==> config.mk <==
export PLATFORM = sky130hd
export DESIGN_NAME = bnn_seq_engine
export DESIGN_NICKNAME = d
export VERILOG_FILES = /design/src/rtl/bnn_seq_engine.sv
export SDC_FILE = /design/constraint.sdc
export NUM_CORES = 1
export LEC_CHECK = 0
export CAP_MARGIN = 25
export CORE_ASPECT_RATIO = 0.5
export CORE_UTILIZATION = 29
export CTS_CLUSTER_DIAMETER = 200
export DETAILED_ROUTE_END_ITERATION = 10
export PLACE_DENSITY = 0.54
export SYNTH_ARGS = -nofsm -noshare
export SYNTH_HDL_FRONTEND = slang
export SYNTH_SLANG_ARGS = --single-unit
==> constraint.sdc <==
create_clock -name clk -period 16.6 [get_ports clk]
set_input_delay 3.32 -clock clk [delete_from_list [all_inputs] [get_ports clk]]
set_output_delay 3.32 -clock clk [all_outputs]
set_load 0.05 [all_outputs]
==> src/rtl/bnn_seq_engine.sv <==
// Time-multiplexed two-layer XNOR-popcount BNN: one neuron per clock, start/done handshake, nibble-serial weight load.
// Optional per-neuron loadable thresholds are enabled by defining BNN_PROG_THRESH_EN.
module bnn_seq_engine #(
  parameter int WIDTH  = 8,
  parameter int N_OUT  = 4,
  parameter int LOAD_W = 4,
  parameter int THRESH = 6
) (
  input  logic              clk,
  input  logic              rst_n,
  input  logic              ena,
  input  logic [WIDTH-1:0]  x_in,
  input  logic              start,
  input  logic              load_en,
  input  logic [LOAD_W-1:0] load_data,
  output logic              busy,
  output logic              done,
  output logic [N_OUT-1:0]  result,
  output logic [WIDTH-1:0]  hidden,
  output logic              load_wrap
);
  localparam int NN     = WIDTH + N_OUT;
  localparam int CW     = $clog2(WIDTH + 1);
  localparam int WBEATS = WIDTH / LOAD_W;
`ifdef BNN_PROG_THRESH_EN
  localparam int TW     = LOAD_W * ((CW + LOAD_W - 1) / LOAD_W);
`else
  localparam int TW     = 0;
`endif
  localparam int BEATS  = WBEATS + TW / LOAD_W;
  localparam int RW     = BEATS * LOAD_W;
  localparam int IW     = $clog2(NN);
  localparam int XW     = $clog2(WIDTH);
  localparam int BW     = (BEATS > 1) ? $clog2(BEATS) : 1;
  localparam int KW     = (TW > CW) ? TW : CW;

  localparam logic [XW-1:0] L1_LAST   = XW'(WIDTH - 1);
  localparam logic [XW-1:0] L2_LAST   = XW'(N_OUT - 1);
  localparam logic [IW-1:0] LOAD_LAST = IW'(NN - 1);
  localparam logic [BW-1:0] BEAT_LAST = BW'(BEATS - 1);

  typedef enum logic [1:0] {
    S_IDLE = 2'd0,
    S_L1   = 2'd1,
    S_L2   = 2'd2
  } state_t;

  function automatic logic [CW-1:0] popcount(input logic [WIDTH-1:0] v);
    logic [CW-1:0] c;
    c = '0;
    for (int i = 0; i < WIDTH; i++) c = c + CW'(v[i]);
    return c;
  endfunction

  function automatic logic neuron_fire(input logic [WIDTH-1:0] a,
                                       input logic [WIDTH-1:0] w,
                                       input logic [KW-1:0]    thr);
    return KW'(popcount(~(a ^ w))) >= thr;
  endfunction

  state_t            state_r;
  logic [WIDTH-1:0]  w_r [NN];
`ifdef BNN_PROG_THRESH_EN
  logic [TW-1:0]     t_r [NN];
`endif
  logic [WIDTH-1:0]  x_r;
  logic [XW-1:0]     idx_r;
  logic [N_OUT-1:0]  shadow_r;
  logic [IW-1:0]     lidx_r;
  logic [BW-1:0]     beat_r;
  logic [RW-1:0]     stage_r;

  logic [IW-1:0]     nidx_s;
  logic [WIDTH-1:0]  op_s;
  logic [KW-1:0]     thr_s;
  logic              fire_s;
  logic [N_OUT-1:0]  shadow_s;
  logic [RW-1:0]     rec_s;

  // Shared neuron datapath, shadow update and load-record assembly
  always_comb begin
    nidx_s = IW'(idx_r);
    op_s   = x_r;
    if (state_r == S_L2) begin
      nidx_s = IW'(idx_r) + IW'(WIDTH);
      op_s   = hidden;
    end else begin
      nidx_s = IW'(idx_r);
      op_s   = x_r;
    end
`ifdef BNN_PROG_THRESH_EN
    thr_s = KW'(t_r[nidx_s]);
`else
    thr_s = KW'(THRESH);
`endif
    fire_s   = neuron_fire(op_s, w_r[nidx_s], thr_s);
    shadow_s = shadow_r;
    for (int i = 0; i < N_OUT; i++) begin
      if (idx_r == XW'(i)) shadow_s[i] = fire_s;
      else                 shadow_s[i] = shadow_r[i];
    end
    rec_s = stage_r;
    for (int k = 0; k < BEATS; k++) begin
      if (beat_r == BW'(k)) rec_s[k*LOAD_W +: LOAD_W] = load_data;
      else                  rec_s[k*LOAD_W +: LOAD_W] = stage_r[k*LOAD_W +: LOAD_W];
    end
  end

  // Control FSM, weight store, load counters and registered outputs
  always_ff @(posedge clk or negedge rst_n) begin
    if (!rst_n) begin
      state_r   <= S_IDLE;
      for (int n = 0; n < NN; n++) begin
        w_r[n] <= '0;
`ifdef BNN_PROG_THRESH_EN
        t_r[n] <= TW'(THRESH);
`endif
      end
      x_r       <= '0;
      idx_r     <= '0;
      shadow_r  <= '0;
      lidx_r    <= '0;
      beat_r    <= '0;
      stage_r   <= '0;
      busy      <= 1'b0;
      done      <= 1'b0;
      result    <= '0;
      hidden    <= '0;
      load_wrap <= 1'b0;
    end else begin
      done      <= 1'b0;
      load_wrap <= 1'b0;
      if (ena) begin
        case (state_r)
          S_IDLE: begin
            // A load beat always wins over a simultaneous start
            if (load_en) begin
              if (beat_r == BEAT_LAST) begin
                w_r[lidx_r] <= rec_s[WIDTH-1:0];
`ifdef BNN_PROG_THRESH_EN
                t_r[lidx_r] <= rec_s[RW-1 -: TW];
`endif
                beat_r <= '0;
                if (lidx_r == LOAD_LAST) begin
                  lidx_r    <= '0;
                  load_wrap <= 1'b1;
                end else begin
                  lidx_r <= lidx_r + IW'(1);
                end
              end else begin
                stage_r <= rec_s;
                beat_r  <= beat_r + BW'(1);
              end
            end else if (start && (beat_r == '0)) begin
              x_r     <= x_in;
              idx_r   <= '0;
              busy    <= 1'b1;
              state_r <= S_L1;
            end else begin
              state_r <= S_IDLE;
            end
          end
          S_L1: begin
            hidden[idx_r] <= fire_s;
            if (idx_r == L1_LAST) begin
              idx_r   <= '0;
              state_r <= S_L2;
            end else begin
              idx_r <= idx_r + XW'(1);
            end
          end
          S_L2: begin
            shadow_r <= shadow_s;
            if (idx_r == L2_LAST) begin
              result  <= shadow_s;
              done    <= 1'b1;
              busy    <= 1'b0;
              idx_r   <= '0;
              state_r <= S_IDLE;
            end else begin
              idx_r <= idx_r + XW'(1);
            end
          end
          default: begin
            busy    <= 1'b0;
            idx_r   <= '0;
            state_r <= S_IDLE;
          end
        endcase
      end else begin
        state_r <= state_r;
      end
    end
  end
endmodule

# [Yosys cells after proc, flatten, opt, wreduce, memory -nomap -nowiden]
# Index checks and enable logic that the tools add are counted.
[op_classes] bitwise_logic=7 n_eq_ne=11 muxes=41 n_lt_le_gt_ge=6 add_sub_neg=11 n_reduce_logical=15
[ops] cell="bitwise mux 96 bit" count=1
[ops] cell="binary-select mux 8 bit (select 4 bit)" count=1
[ops] cell="demux 8 bit (select 4 bit)" count=1
[ops] cell="2-to-1 mux 8 bit" count=4
[ops] cell="2-to-1 mux 1 bit" count=18
[ops] cell="adder 4 x 1 -> 4 bit" count=4
[ops] cell="2-to-1 mux 4 bit" count=4
[ops] cell="AND reduction 4 bit" count=4
[ops] cell="2-to-1 mux 3 bit" count=4
[ops] cell=">= comparator 5 bit (second input constant)" count=2
[ops] cell="inverter 4 -> 5 bit" count=2
[ops] cell="case mux 3 bit (3 select lines)" count=1
[ops] cell="AND reduction 3 bit" count=3
[ops] cell="bitwise mux 8 bit" count=1
[ops] cell="inverter 8 bit" count=1
[ops] cell="XOR 8 bit" count=1
[ops] cell="equality test 3 x 2 -> 1 bit (second input constant)" count=2
[ops] cell="2-to-1 mux 2 bit" count=3
[ops] cell="inequality test 2 bit (second input constant)" count=3
[ops] cell="case mux 2 bit (3 select lines)" count=1
[ops] cell="< comparator 5 x 1 -> 1 bit (second input constant)" count=1
[ops] cell="AND reduction 5 bit" count=1
[ops] cell="adder 3 x 1 -> 4 bit" count=1
[ops] cell="adder 3 x 4 -> 4 bit (second input constant)" count=1
[ops] cell="21 further kinds" count=26
[word_totals] regBits=141 word_cells=115 out_inout_bits=15

# [Longest topological paths before layout]
# Gate-level depths: netlist of run 1.
[depth] ltp_word=17 ltp_mapped=20 ltp_nobuf=17

# [Worst setup path before layout of run 1]
# OpenSTA, ideal clock, no wires.
[synth_path] path_type="register -> register" start="register idx_r[0]" end="register hidden[3]" required_ns=16.475 setup_slack_ns=11.396 synth_period_minus_slack_ns=5.204 path_stages_with_launch=18 t_arrival_ns=5.079 n_path_buf=2 setup_time_ns=0.125 path_cell_list="dfrtp_1 -> buf_6 -> mux2_2 -> a221o_1 -> a41o_1 -> or3_1 -> fa_1 -> inv_1 -> fa_1 -> inv_1 -> fa_1 -> ha_1 -> fa_1 -> nor2b_1 -> o31a_1 -> or2_2 -> clkbuf_1 -> mux2_2"
[synth_via] elab_chain_cells=17 word_cells_on_any_way=22 cone_classes="8 x add/sub; 3 x order compare; 7 x mux; 3 x bitwise; 1 x reduce/logical"
[synth_rtl] item="start, declared" line_no="67" source="logic [XW-1:0] idx_r;"
[synth_rtl] item="start signal, assigned" line_no="169" source="idx_r <= idx_r + XW'(1);"
[synth_rtl] item="start signal, assigned" line_no="181" source="idx_r <= idx_r + XW'(1);"
[synth_rtl] item="adder 3 x 4 -> 4 bit" line_no="85" source="nidx_s = IW'(idx_r) + IW'(WIDTH);"
[synth_rtl] item="2-to-1 mux 4 bit" line_no="84" source="if (state_r == S_L2) begin"
[synth_rtl] item="inverter 4 -> 5 bit (not written as such)" line_no="96" source="fire_s = neuron_fire(op_s, w_r[nidx_s], thr_s);"
[synth_rtl] item="binary-select mux 8 bit (select 4 bit)" line_no="96"
[synth_rtl] item="2-to-1 mux 8 bit (not written as such) (2 in a row)" line_no="96"
[synth_rtl] item="XOR 8 bit" line_no="58" source="return KW'(popcount(~(a ^ w))) >= thr;"
[synth_rtl] item="inverter 8 bit" line_no="58"
[synth_rtl] item="adder 1 x 1 -> 2 bit" line_no="51" source="for (int i = 0; i < WIDTH; i++) c = c + CW'(v[i]);"
[synth_rtl] item="adder 2 x 1 -> 3 bit" line_no="51"
[synth_rtl] item="adder 3 x 1 -> 4 bit" line_no="51"
[synth_rtl] item="adder 4 x 1 -> 4 bit (4 in a row)" line_no="51"
[synth_rtl] item=">= comparator 4 x 3 -> 1 bit" line_no="58"
[synth_rtl] item="bitwise mux 8 bit (*)" line_no="164" source="hidden[idx_r] <= fire_s;"
[synth_rtl] item="end signal, assigned by index" line_no="164"
[synth_rtl] item="end, declared" line_no="19" source="output logic [WIDTH-1:0] hidden,"
# Every way passes the cells marked *; elsewhere a longest branch is shown, timed or not. The select of a mux whose other input is x is not followed.
# A chain may end at the register's enable or synchronous reset.

# [Final worst setup path of run 1]
[layout_path] start="register idx_r[0]" end="register shadow_r[2]"
[layout_via] elab_chain_cells=17 word_cells_on_any_way=18 cone_classes="8 x add/sub; 1 x order compare; 1 x eq/ne; 5 x mux; 3 x bitwise"
[layout_rtl] item="adder 3 x 4 -> 4 bit" line_no="85"
[layout_rtl] item="2-to-1 mux 4 bit" line_no="84"
[layout_rtl] item="inverter 4 -> 5 bit (not written as such)" line_no="96"
[layout_rtl] item="binary-select mux 8 bit (select 4 bit)" line_no="96"
[layout_rtl] item="2-to-1 mux 8 bit (not written as such) (2 in a row)" line_no="96"
[layout_rtl] item="XOR 8 bit" line_no="58"
[layout_rtl] item="inverter 8 bit" line_no="58"
[layout_rtl] item="adder 1 x 1 -> 2 bit" line_no="51"
[layout_rtl] item="adder 2 x 1 -> 3 bit" line_no="51"
[layout_rtl] item="adder 3 x 1 -> 4 bit" line_no="51"
[layout_rtl] item="adder 4 x 1 -> 4 bit (4 in a row)" line_no="51"
[layout_rtl] item=">= comparator 4 x 3 -> 1 bit" line_no="58"
[layout_rtl] item="2-to-1 mux 1 bit (*)" line_no="99" source="if (idx_r == XW'(i)) shadow_s[i] = fire_s;"
[layout_rtl] item="end signal, assigned" line_no="173" source="shadow_r <= shadow_s;"
[layout_rtl] item="end, declared" line_no="68" source="logic [N_OUT-1:0] shadow_r;"
# Marks and branches as above.

==> summary.txt, run 1 <==
Critical path
  – Most used cell, CP: fa_1
  – R2R cell count: 16
  – CP cell instances: buf_4, mux2_2, a221o_1, a41o_1, or3_1, fa_1, inv_1, fa_1, inv_1, fa_1, ha_1, fa_1, nor2b_1, o31a_1, or2_2, mux2_2
  – Worst path bufs/invs: 3
  – Worst path arrival time: 6.14 ns
  – Worst Path Max Fanout: 49
  – Flop2flop setup slack: 10.76 ns
  – Top Family by Delay on Critical Path: adder cells
  – R2R Path End: shadow_r[2]
  – Data required, critical path: 16.90 ns
  – Worst-path cell with the longest stage delay: buf_4
  – CP Capture Type: flop
  – Worst path max stage delay: 0.57 ns
  – WP depth: 16
  – R2r startpoint: idx_r[0]
  – CP Launch Type: flop
  – Kind of critical path: reg2reg

Floorplanning
  – Rows: 39
  – Boundary pin count: 32
  – Core area: 23,000 um2
  – Die area: 24,300 um2
  – Starting Density: 29.8%
  – Die width: 220 um
  – Die Ht: 111 um

Clocking
  – Post-CTS setup buffer count: 0
  – Clk sink count: 140
  – Max H-tree Level: 4
  – Clock root buffer: clkbuf_16
  – CTS tree: done
  – Clk slew on worst S/H paths: 0.06 ns
  – Max Root-Sink Buffers: 2
  – CTS buffer count: 17
  – Hold buffers post-CTS: 0
  – Post_cts resized: 0
  – Worst-Skew Late Latency: 0.42 ns

Logic synthesis
  – Most frequent cell after synthesis: dfrtp_1
  – Commonest cells in the synthesized netlist: dfrtp_1, nand2_1, o21ai_0
  – Top post-synthesis cells by area: dfrtp_1, o21ai_0, nand2_1, mux2_2, ha_1
  – Async set-reset flop share out of synthesis: 100%
  – Net Count, Synth: 705
  – Synth cell types: 55
  – Synth area leader: dfrtp_1
  – Sequential area share after synthesis: 51.0%
  – Synth Cell Area: 6870 um2
  – Syn Inst Count: 667
  – Synthesis Warnings: 0
  – Syn Area/Cell: 10.3 um2
  – EDFF count, synth: 0
  – Yosys reg bits: 140
  – Synth top area share: 51.0%
  – Main synth FF type: dfrtp_1

Global route
  – GR Util All Layers: 15.1%
  – Grt met3 use: 3.51%
  – Met1 Use GR: 21.4%
  – Vias in the first global route: 4,918
  – Largest net degree at the start of global routing: 73
  – Grt ovf: 0
  – Global routing's busiest layer: met2
  – Initial antenna violation count: 0
  – First-pass GRT wire length: 27.9 mm
  – GR Layer Usage met2: 22.3%

Routing
  – Drc violations: 6
  – DRT Pass-1 Iters: 9
  – Final WL: 17.1 mm
  – Via/cell ratio: 4.90
  – Initial drt markers: 377
  – Routed Antenna Nets: 0
  – Drt wl/cell: 17.1 um
  – Vias: 4,901

Power and ir drop
  – Power Dens Cells: 195 nW/um2
  – P_leak: 0.00349 uW
  – Max VDD drop: 0.145 mV

Final layout
  – Layout cells sized above 1: 13.7%
  – Synthesis-to-layout area growth: 16.6%
  – # nets final: 720
  – N_diodes: 0

STA
  – Setup TNS: 0 ns
  – Tightest Pin Transition: 0.986 ns
  – Fin Hold WS: 0.377 ns
  – Setup Viol. Count Final: 0
  – Final Hold Fails: 0
  – Pins Over Slew Limit: 0
  – FMAX: 171 MHz
  – RSZ-0062 raised after global routing: no
  – Fin Clk Skew: 0.0110 ns
  – Tcrit/Tclk final: 35.2%
  – Slew HR: 32.4%
  – Fin crit period: 5.84 ns

Placed design
  – Post-DP HPWL: 11.5 mm
  – PortBufs: 31
  – RePlAce Congestion: 0.801

Status
  – Status: finished, violations left
  – Failing checks: design-rule violations

Hold path
  – HP Start: stage_r[4]
  – Worst Hold Path EP: stage_r[4]
  – Hold Path Depth: 0
  – Hold Crit Class: reg2reg

Run
  – Maxcap violations: 0
==> layer usage <==
| metal | vias to the layer above | wire length, um |
|---|---|---|
| li1 | 2363 | - |
| met1 | 2408 | 8390 |
| met2 | 107 | 7570 |
| met3 | 23 | 876 |
| met4 | 0 | 269 |
| met5 | - | 0 |
==> registers in the layout (all words and copies together) (netlist names) <==
name       flops
beat_r         1
busy           1
done           1
hidden         8
idx_r          3
lidx_r         4
load_wrap      1
result         4
shadow_r       3
stage_r        8
state_r        2
w_r           96
x_r            8
==> final cells by class <==
class                           instances  area [um2]
Clock buffer                           19         443
Clock inverter                         12         115
Fill cell                            2321       15000
Inverter                               22        82.6
Multi-Input combinational cell        459        3090
Sequential cell                       140        3500
Tap cell                              307         384
Timing Repair Buffer                   42         394
==> per-stage QoR <==
| stage | cell area (um2) | setup slack, ns | std cells | total power, uW | util [%] |
|---|---|---|---|---|---|
| after floorplan | 6870 | 11.40 | 667 | 1010 | - |
| after global placement | 7420 | 10.74 | 966 | 1180 | 32.2 |
| after detailed placement | 7450 | 10.74 | 969 | 1200 | 32.3 |
| after CTS | 8000 | 10.73 | 1000 | 1570 | 34.8 |
| after global routing | 8010 | 10.54 | 1001 | 1680 | 34.8 |
| final | 8010 | 10.76 | 1001 | 1560 | 34.8 |
==> worst max path at each step <==
stage                         from     endpoint  slack, ns
final                     idx_r[0]  shadow_r[2]      10.76
after floorplan           idx_r[0]    hidden[3]      11.40
after global placement    idx_r[0]    hidden[1]      10.74
after global routing      idx_r[0]    hidden[0]      10.54
after CTS                 idx_r[0]  shadow_r[2]      10.73
after detailed placement  idx_r[0]    hidden[1]      10.74
==> report_power, final <==
group | switching [uW] | internal, uW
Clock | 152 | 211
Combinational | 416 | 280
Sequential | 69.4 | 432
==> cells by family after synthesis <==
kind of cell	after synthesis	synth area share, %
AO/OA/AOI/OAI	159	13.4
XOR/XNOR	2	0.255
AND/OR/NAND/NOR	212	14.5
adder cells (fa/ha/maj)	21	4.26
flip-flops	140	51.0
buffers and inverters	68	4.04
multiplexers	65	12.5
==> cells in the final DEF (no fill, tap or decap), drive strengths merged, types with 3 or more instances in the layout <==
| cell type | Yosys | layout |
|---|---|---|
| nor2 | 18 | 18 |
| mux4 | 12 | 12 |
| nand2b | 5 | 5 |
| buf | 14 | 12 |
| nor2b | 6 | 6 |
| nand3 | 24 | 24 |
| nor3b | 4 | 4 |
| nand2 | 125 | 125 |
| ha | 17 | 17 |
| dfrtp | 140 | 140 |
| nor4b | 7 | 7 |
| a2111oi | 3 | 3 |
| clkinv | 1 | 6 |
| clkinvlp | 0 | 3 |
| or3 | 6 | 6 |
| a21oi | 16 | 16 |
| mux2 | 38 | 38 |
| clkbuf | 32 | 19 |
| fa | 4 | 4 |
| inv | 21 | 24 |
| a21o | 7 | 7 |
| a221o | 3 | 3 |
| o21ai | 105 | 105 |
| and3 | 3 | 3 |
| o31ai | 4 | 4 |
| mux2i | 15 | 15 |
| clkdlybuf4s50 | 0 | 30 |
(Power assumes the default switching activity.)
==> run 2, diff against run 1 <==
Settings changed: PLACE_DENSITY 0.54 to 0.56.
Clock period 16.6 ns to 5 ns, I/O delays scaled along.
==> run 2 against run 1 <==
The run still ends with design-rule violations left; design area increased by 3.0%; routed wire length rose by 0.76%; setup slack worse by 11 ns; cell count rose by 2.1%; clock skew rose by 0.0026 ns; utilization increased by 1.1 points; critical endpoint is now shadow_r[0].
==> summary.txt, run 2 (synthesized netlist as in run 1, its figures left out) <==
STA
  – Fin crit period: 4.96 ns (-0.884 ns)
  – RSZ-0062 raised after global routing: yes
  – Fin Hold WS: 0.379 ns (+0.00242 ns)
  – Final Hold Fails: 0 (unchanged)
  – Pins Over Slew Limit: 0 (unchanged)
  – Fin Clk Skew: 0.0137 ns (+0.00265 ns)
  – Slew HR: 37.1% (+4.7 points)
  – Tightest Pin Transition: 0.917 ns (-0.0690 ns)
  – FMAX: 202 MHz (+18%)
  – Setup Viol. Count Final: 0 (unchanged)
  – Tcrit/Tclk final: 99.2% (+64 points)

Hold path
  – Hold Crit Class: reg2reg
  – Hold Path Depth: 0 (unchanged)

Final layout
  – Commonest cells after routing, fill and taps aside: dfrtp_1, nand2_1, o21ai_0
  – Top reg by flops: w_r
  – Max reg flops: 96 (unchanged)
  – # nets final: 739 (+2.6%)
  – Commonest non-fill, non-tap cell in the layout: dfrtp_1
  – Layout cells sized above 1: 16.9% (+3.3 points)
  – Final core utilization: 35.8% (+1.1 points)
  – Synthesis-to-layout area growth: 20.2%

Global route
  – Grt ovf: 0 (unchanged)
  – Vias in the first global route: 5,010 (+1.9%)
  – Initial antenna violation count: 0 (unchanged)
  – First-pass GRT wire length: 28.1 mm (+0.59%)
  – Largest net degree at the start of global routing: 101 (+38%)
  – GR Util All Layers: 15.1% (about the same)

Routing
  – Final WL: 17.2 mm (+0.76%)
  – Routed Antenna Nets: 0 (unchanged)
  – Via/cell ratio: 4.93 (+0.76%)
  – Drc violations: 4 (-2)
  – Initial drt markers: 388 (+2.9%)
  – Drt wl/cell: 16.9 um (-1.3%)
  – DRT Pass-1 Iters: 8 (-1)
  – Vias: 5,042 (+2.9%)

Critical path
  – Top Family by Delay on Critical Path: adder cells
  – Worst path max stage delay: 0.49 ns (-0.08 ns)
  – R2R cell count: 15 (-1)
  – Worst Path Max Fanout: 6 (-88%)
  – Worst path bufs/invs: 2 (-1)
  – Flop2flop setup slack: 0.04 ns (-10.72 ns)
  – WP depth: 15 (-1)
  – CP Launch Type: flop
  – Kind of critical path: reg2reg
  – Data required, critical path: 5.31 ns (-11.59 ns)
  – CP Capture Type: flop
  – CP cell instances: mux2_4, a221o_1, a41o_1, or3_4, fa_1, inv_1, fa_1, inv_1, fa_1, ha_2, fa_1, nor2b_4, o31a_1, or2_4, mux2_4
  – Most used cell, CP: fa_1
  – Worst path arrival time: 5.27 ns (-0.87 ns)
  – Worst-path cell with the longest stage delay: fa_1

Clocking
  – Hold buffers post-CTS: 0 (unchanged)
  – CTS buffer count: 17 (unchanged)
  – Clock root buffer: clkbuf_16
  – Max Root-Sink Buffers: 2 (unchanged)
  – Clk slew on worst S/H paths: 0.07 ns (about the same)
  – Worst-Skew Late Latency: 0.43 ns (about the same)
  – Max H-tree Level: 4 (unchanged)
  – Clk sink count: 140 (unchanged)
  – CTS tree: done

Floorplanning
  – Boundary pin count: 32 (unchanged)
  – Rows: 39 (unchanged)
  – Core area: 23,000 um2 (unchanged)
  – Die Ht: 111 um (unchanged)
  – Die width: 220 um (unchanged)
  – Die area: 24,300 um2 (unchanged)
  – Starting Density: 29.8% (unchanged)

Placed design
  – Post-DP HPWL: 11.9 mm (+3.0%)
  – PortBufs: 31 (unchanged)
  – RePlAce Congestion: 0.844 (+5.4%)

Power and ir drop
  – Clk pwr share: 21.1% (-2.1 points)
  – Sw Ratio: 39.3% (-1.6 points)
  – Max VDD drop: 0.507 mV (+250%)
  – P_int: 3570 uW (+290%)
  – Switch Pwr: 2310 uW (+260%)
  – P_leak: 0.00363 uW (+3.9%)
  – Gate power share: 50.6% (+6.0 points)
  – Power Dens Cells: 713 nW/um2 (+270%)
  – Flop pwr share: 28.3% (-3.9 points)

Status
  – Status: finished, violations left
  – Failing checks: design-rule violations

Run
  – Maxcap violations: 0 (unchanged)
-- run 2: routing by layer --
metal | GRT usage [%] | vias up | routed length, um | part of all wire (%)
met5 | 0 | - | 0 | 0
met4 | 4.64 | 0 | 208 | 1.2
met3 | 2.74 | 14 | 637 | 3.7
met2 | 23.1 | 104 | 7870 | 46
met1 | 21.5 | 2523 | 8520 | 49
li1 | - | 2401 | - | -
-- run 2: power by group through the flow --
stage                     Combinational, uW  Sequential [uW]  Clock, uW
after floorplan                        1860             1670          0
after global placement                 2310             1660          0
after detailed placement               2370             1680          0
after CTS                              2550             1660       1270
after global routing                   3300             1710       1320
final                                  2980             1660       1240
-- run 2: worst paths after layout --
kind / start / end
max reg2reg: idx_r[0] / shadow_r[0]
min reg2reg: stage_r[7] / stage_r[7]
min in group asynchronous: rst_n / w_r[29]
max in group asynchronous: rst_n / w_r[52]
min: stage_r[7] / stage_r[7]
max: idx_r[0] / shadow_r[0]
-- run 2: final cells by class --
cell class	instances	area (um2)
Fill cell	2281	14800
Sequential cell	140	3500
Multi-Input combinational cell	460	3150
Timing Repair Buffer	60	549
Clock buffer	17	425
Tap cell	307	384
Clock inverter	15	155
Inverter	22	82.6
Antenna cell	1	2.50
-- run 2: timing repair --
action,4_1_cts,5_1_grt
resized for setup,2,12
setup buffers,0,2
setup endpoints to repair,12,15
pin swaps,6,5
cloned,1,0
-- run 2: stage by stage --
stage | cell area (um2) | std cells | worst slack [ns] | power (uW) | TNS (ns)
2_1_floorplan | 6890 | 667 | -0.0868 | 3530 | -0.772
3_3_place_gp | 7560 | 981 | 0.0114 | 3970 | 0
3_5_place_dp | 7580 | 984 | -0.0662 | 4050 | -0.655
4_1_cts | 8170 | 1017 | 0.00846 | 5490 | 0
5_1_grt | 8250 | 1021 | -0.128 | 6330 | -1.68
6_report | 8250 | 1022 | 0.0412 | 5880 | 0
==> run 3, diff against run 2 <==
Settings changed: CORE_ASPECT_RATIO 0.5 to default.
==> run 3 against run 2 <==
The run now ends clean; sequential share of layout area increased by 0.12 points; fmax hardly changed; clock power hardly changed; design area decreased by 0.24%; flip-flop and latch count did not move; critical endpoint unchanged; setup slack worse by 0.0016 ns; routed wire length decreased by 1.3%; utilization up 0.095 points; first-iteration DRC count is 36% lower; largest cell class unchanged; global-route usage is 0.17 points lower; cell count stayed put.
==> summary.txt, run 3 (synthesized netlist as in run 1, its figures left out) <==
Critical path
  – Worst path arrival time: 5.27 ns (about the same)
  – Kind of critical path: reg2reg
  – Worst path bufs/invs: 2 (unchanged)
  – CP Launch Type: flop
  – CP cell instances: mux2_4, a221o_1, a41o_1, or3_4, fa_1, inv_1, fa_1, inv_1, fa_1, ha_2, fa_1, nor2b_4, o31a_1, or2_4, mux2_2
  – Worst Path Max Fanout: 6 (unchanged)
  – Worst path max stage delay: 0.54 ns (+0.05 ns)
  – Worst-path cell with the longest stage delay: fa_1
  – Top Family by Delay on Critical Path: adder cells
  – Data required, critical path: 5.31 ns (about the same)
  – Most used cell, CP: fa_1
  – CP Capture Type: flop

Placed design
  – Post-DP HPWL: 11.8 mm (-0.63%)
  – PortBufs: 31 (unchanged)
  – RePlAce Congestion: 0.802 (-5.0%)
  – Cell Area, Placed: 7570 um2 (about the same)
  – Pre-CTS WS: -0.0513 ns (+0.0149 ns)

STA
  – Fin Clk Skew: 0.0120 ns (-0.00165 ns)
  – Tcrit/Tclk final: 99.2% (about the same)
  – Pins Over Slew Limit: 0 (unchanged)
  – Final Hold Fails: 0 (unchanged)
  – Setup Viol. Count Final: 0 (unchanged)
  – RSZ-0062 raised after global routing: yes
  – FMAX: 202 MHz (about the same)
  – Slew HR: 33.4% (-3.7 points)
  – Tightest Pin Transition: 0.972 ns (+0.0544 ns)
  – Fin crit period: 4.96 ns (+0.00160 ns)
  – Setup WS post-layout: 0.0396 ns (-0.00160 ns)

Floorplanning
  – Die width: 156 um (-29%)
  – Die Ht: 156 um (+41%)
  – Boundary pin count: 32 (unchanged)
  – Rows: 55 (+41%)
  – Core area: 22,900 um2 (-0.51%)
  – Starting Density: 30.0% (+0.15 points)
  – Die area: 24,300 um2 (-0.15%)

Final layout
  – Commonest cells after routing, fill and taps aside: dfrtp_1, nand2_1, o21ai_0
  – Top reg by flops: w_r
  – Layout cells sized above 1: 16.5% (-0.44 points)
  – Max reg flops: 96 (unchanged)
  – N_diodes: 0 (-1)
  – Synthesis-to-layout area growth: 19.9%
  – Commonest non-fill, non-tap cell in the layout: dfrtp_1
  – Design area: 8230 um2 (-0.24%)
  – # nets final: 734 (-0.68%)
  – Final core utilization: 35.9% (+0.095 points)

Routing
  – Drt wl/cell: 16.6 um (-1.3%)
  – DRT Pass-1 Iters: 4 (-4)
  – Via/cell ratio: 4.85 (-1.8%)
  – Initial drt markers: 248 (-36%)
  – Drc violations: 0 (-4)
  – Vias: 4,953 (-1.8%)
  – Routed Antenna Nets: 0 (unchanged)
  – Final WL: 17.0 mm (-1.3%)

Clocking
  – Clk sink count: 140 (unchanged)
  – Clock root buffer: clkbuf_16
  – CTS buffer count: 17 (unchanged)
  – CTS tree: done
  – Max H-tree Level: 4 (unchanged)
  – Clk slew on worst S/H paths: 0.06 ns (about the same)
  – Worst-Skew Late Latency: 0.43 ns (about the same)
  – Max Root-Sink Buffers: 2 (unchanged)

Hold path
  – Hold Crit Class: reg2reg

Power and ir drop
  – P_leak: 0.00359 uW (-1.1%)
  – Max VDD drop: 0.721 mV (+42%)
  – Power Dens Cells: 686 nW/um2 (-3.7%)
  – PnR Total Power: 5650 uW (-3.9%)

Status
  – Status: completed

Global route
  – Initial antenna violation count: 1 (+1)
  – GR Util All Layers: 14.9% (-0.17 points)
  – Vias in the first global route: 4,727 (-5.6%)
  – Largest net degree at the start of global routing: 80 (-21%)
  – First-pass GRT wire length: 27.3 mm (-2.9%)
  – Grt ovf: 0 (unchanged)

Run
  – Maxcap violations: 0 (unchanged)
## run 3: worst paths after layout
check / start / end / slack (ns) / cells past startpoint
min in group asynchronous: rst_n / stage_r[2] / 0.59 / 1
max in group asynchronous: rst_n / x_r[4] / 3.43 / 2
min reg2reg: stage_r[6] / stage_r[6] / 0.37 / 0
max reg2reg: idx_r[0] / shadow_r[0] / 0.04 / 15
max: idx_r[0] / shadow_r[0] / 0.04 / 15
min: stage_r[6] / stage_r[6] / 0.37 / 0
## run 3: metrics by stage
step           setup TNS, ns  cells  hold slack [ns]
6_report                   0   1022            0.375
5_1_grt                -1.39   1022            0.387
4_1_cts                    0   1022            0.379
3_5_place_dp          -0.502    988            0.365
3_3_place_gp               0    985            0.364
2_1_floorplan         -0.772    667            0.428
## run 3: final cells by class
| cell class | count | area (um2) |
|---|---|---|
| inverter | 22 | 82.6 |
| tap | 313 | 392 |
| clock inverter | 12 | 136 |
| multi-input combinational | 460 | 3150 |
| fill | 2299 | 14700 |
| clock buffer | 20 | 457 |
| timing repair buffer | 55 | 508 |
| sequential | 140 | 3510 |
## run 3: repair_timing
item                       CTS  global route
setup endpoints to repair   12            15
cloned                       1             0
setup buffers                1             0
resized for setup            3            14
pin swaps                    3             4
hold buffers                 0             0
## run 3: routing by layer
metal	up-vias	GRT usage [%]	wire length, um
li1	2398	-	-
met1	2446	21.8	8650
met2	94	21.9	7530
met3	15	3.28	623
met4	0	4.11	202
met5	-	0	0
## run 3: power breakdown
part / internal, uW / switching (uW)
clock: 765 / 509
combinational: 1230 / 1480
sequential: 1440 / 227
total: 3430 / 2220
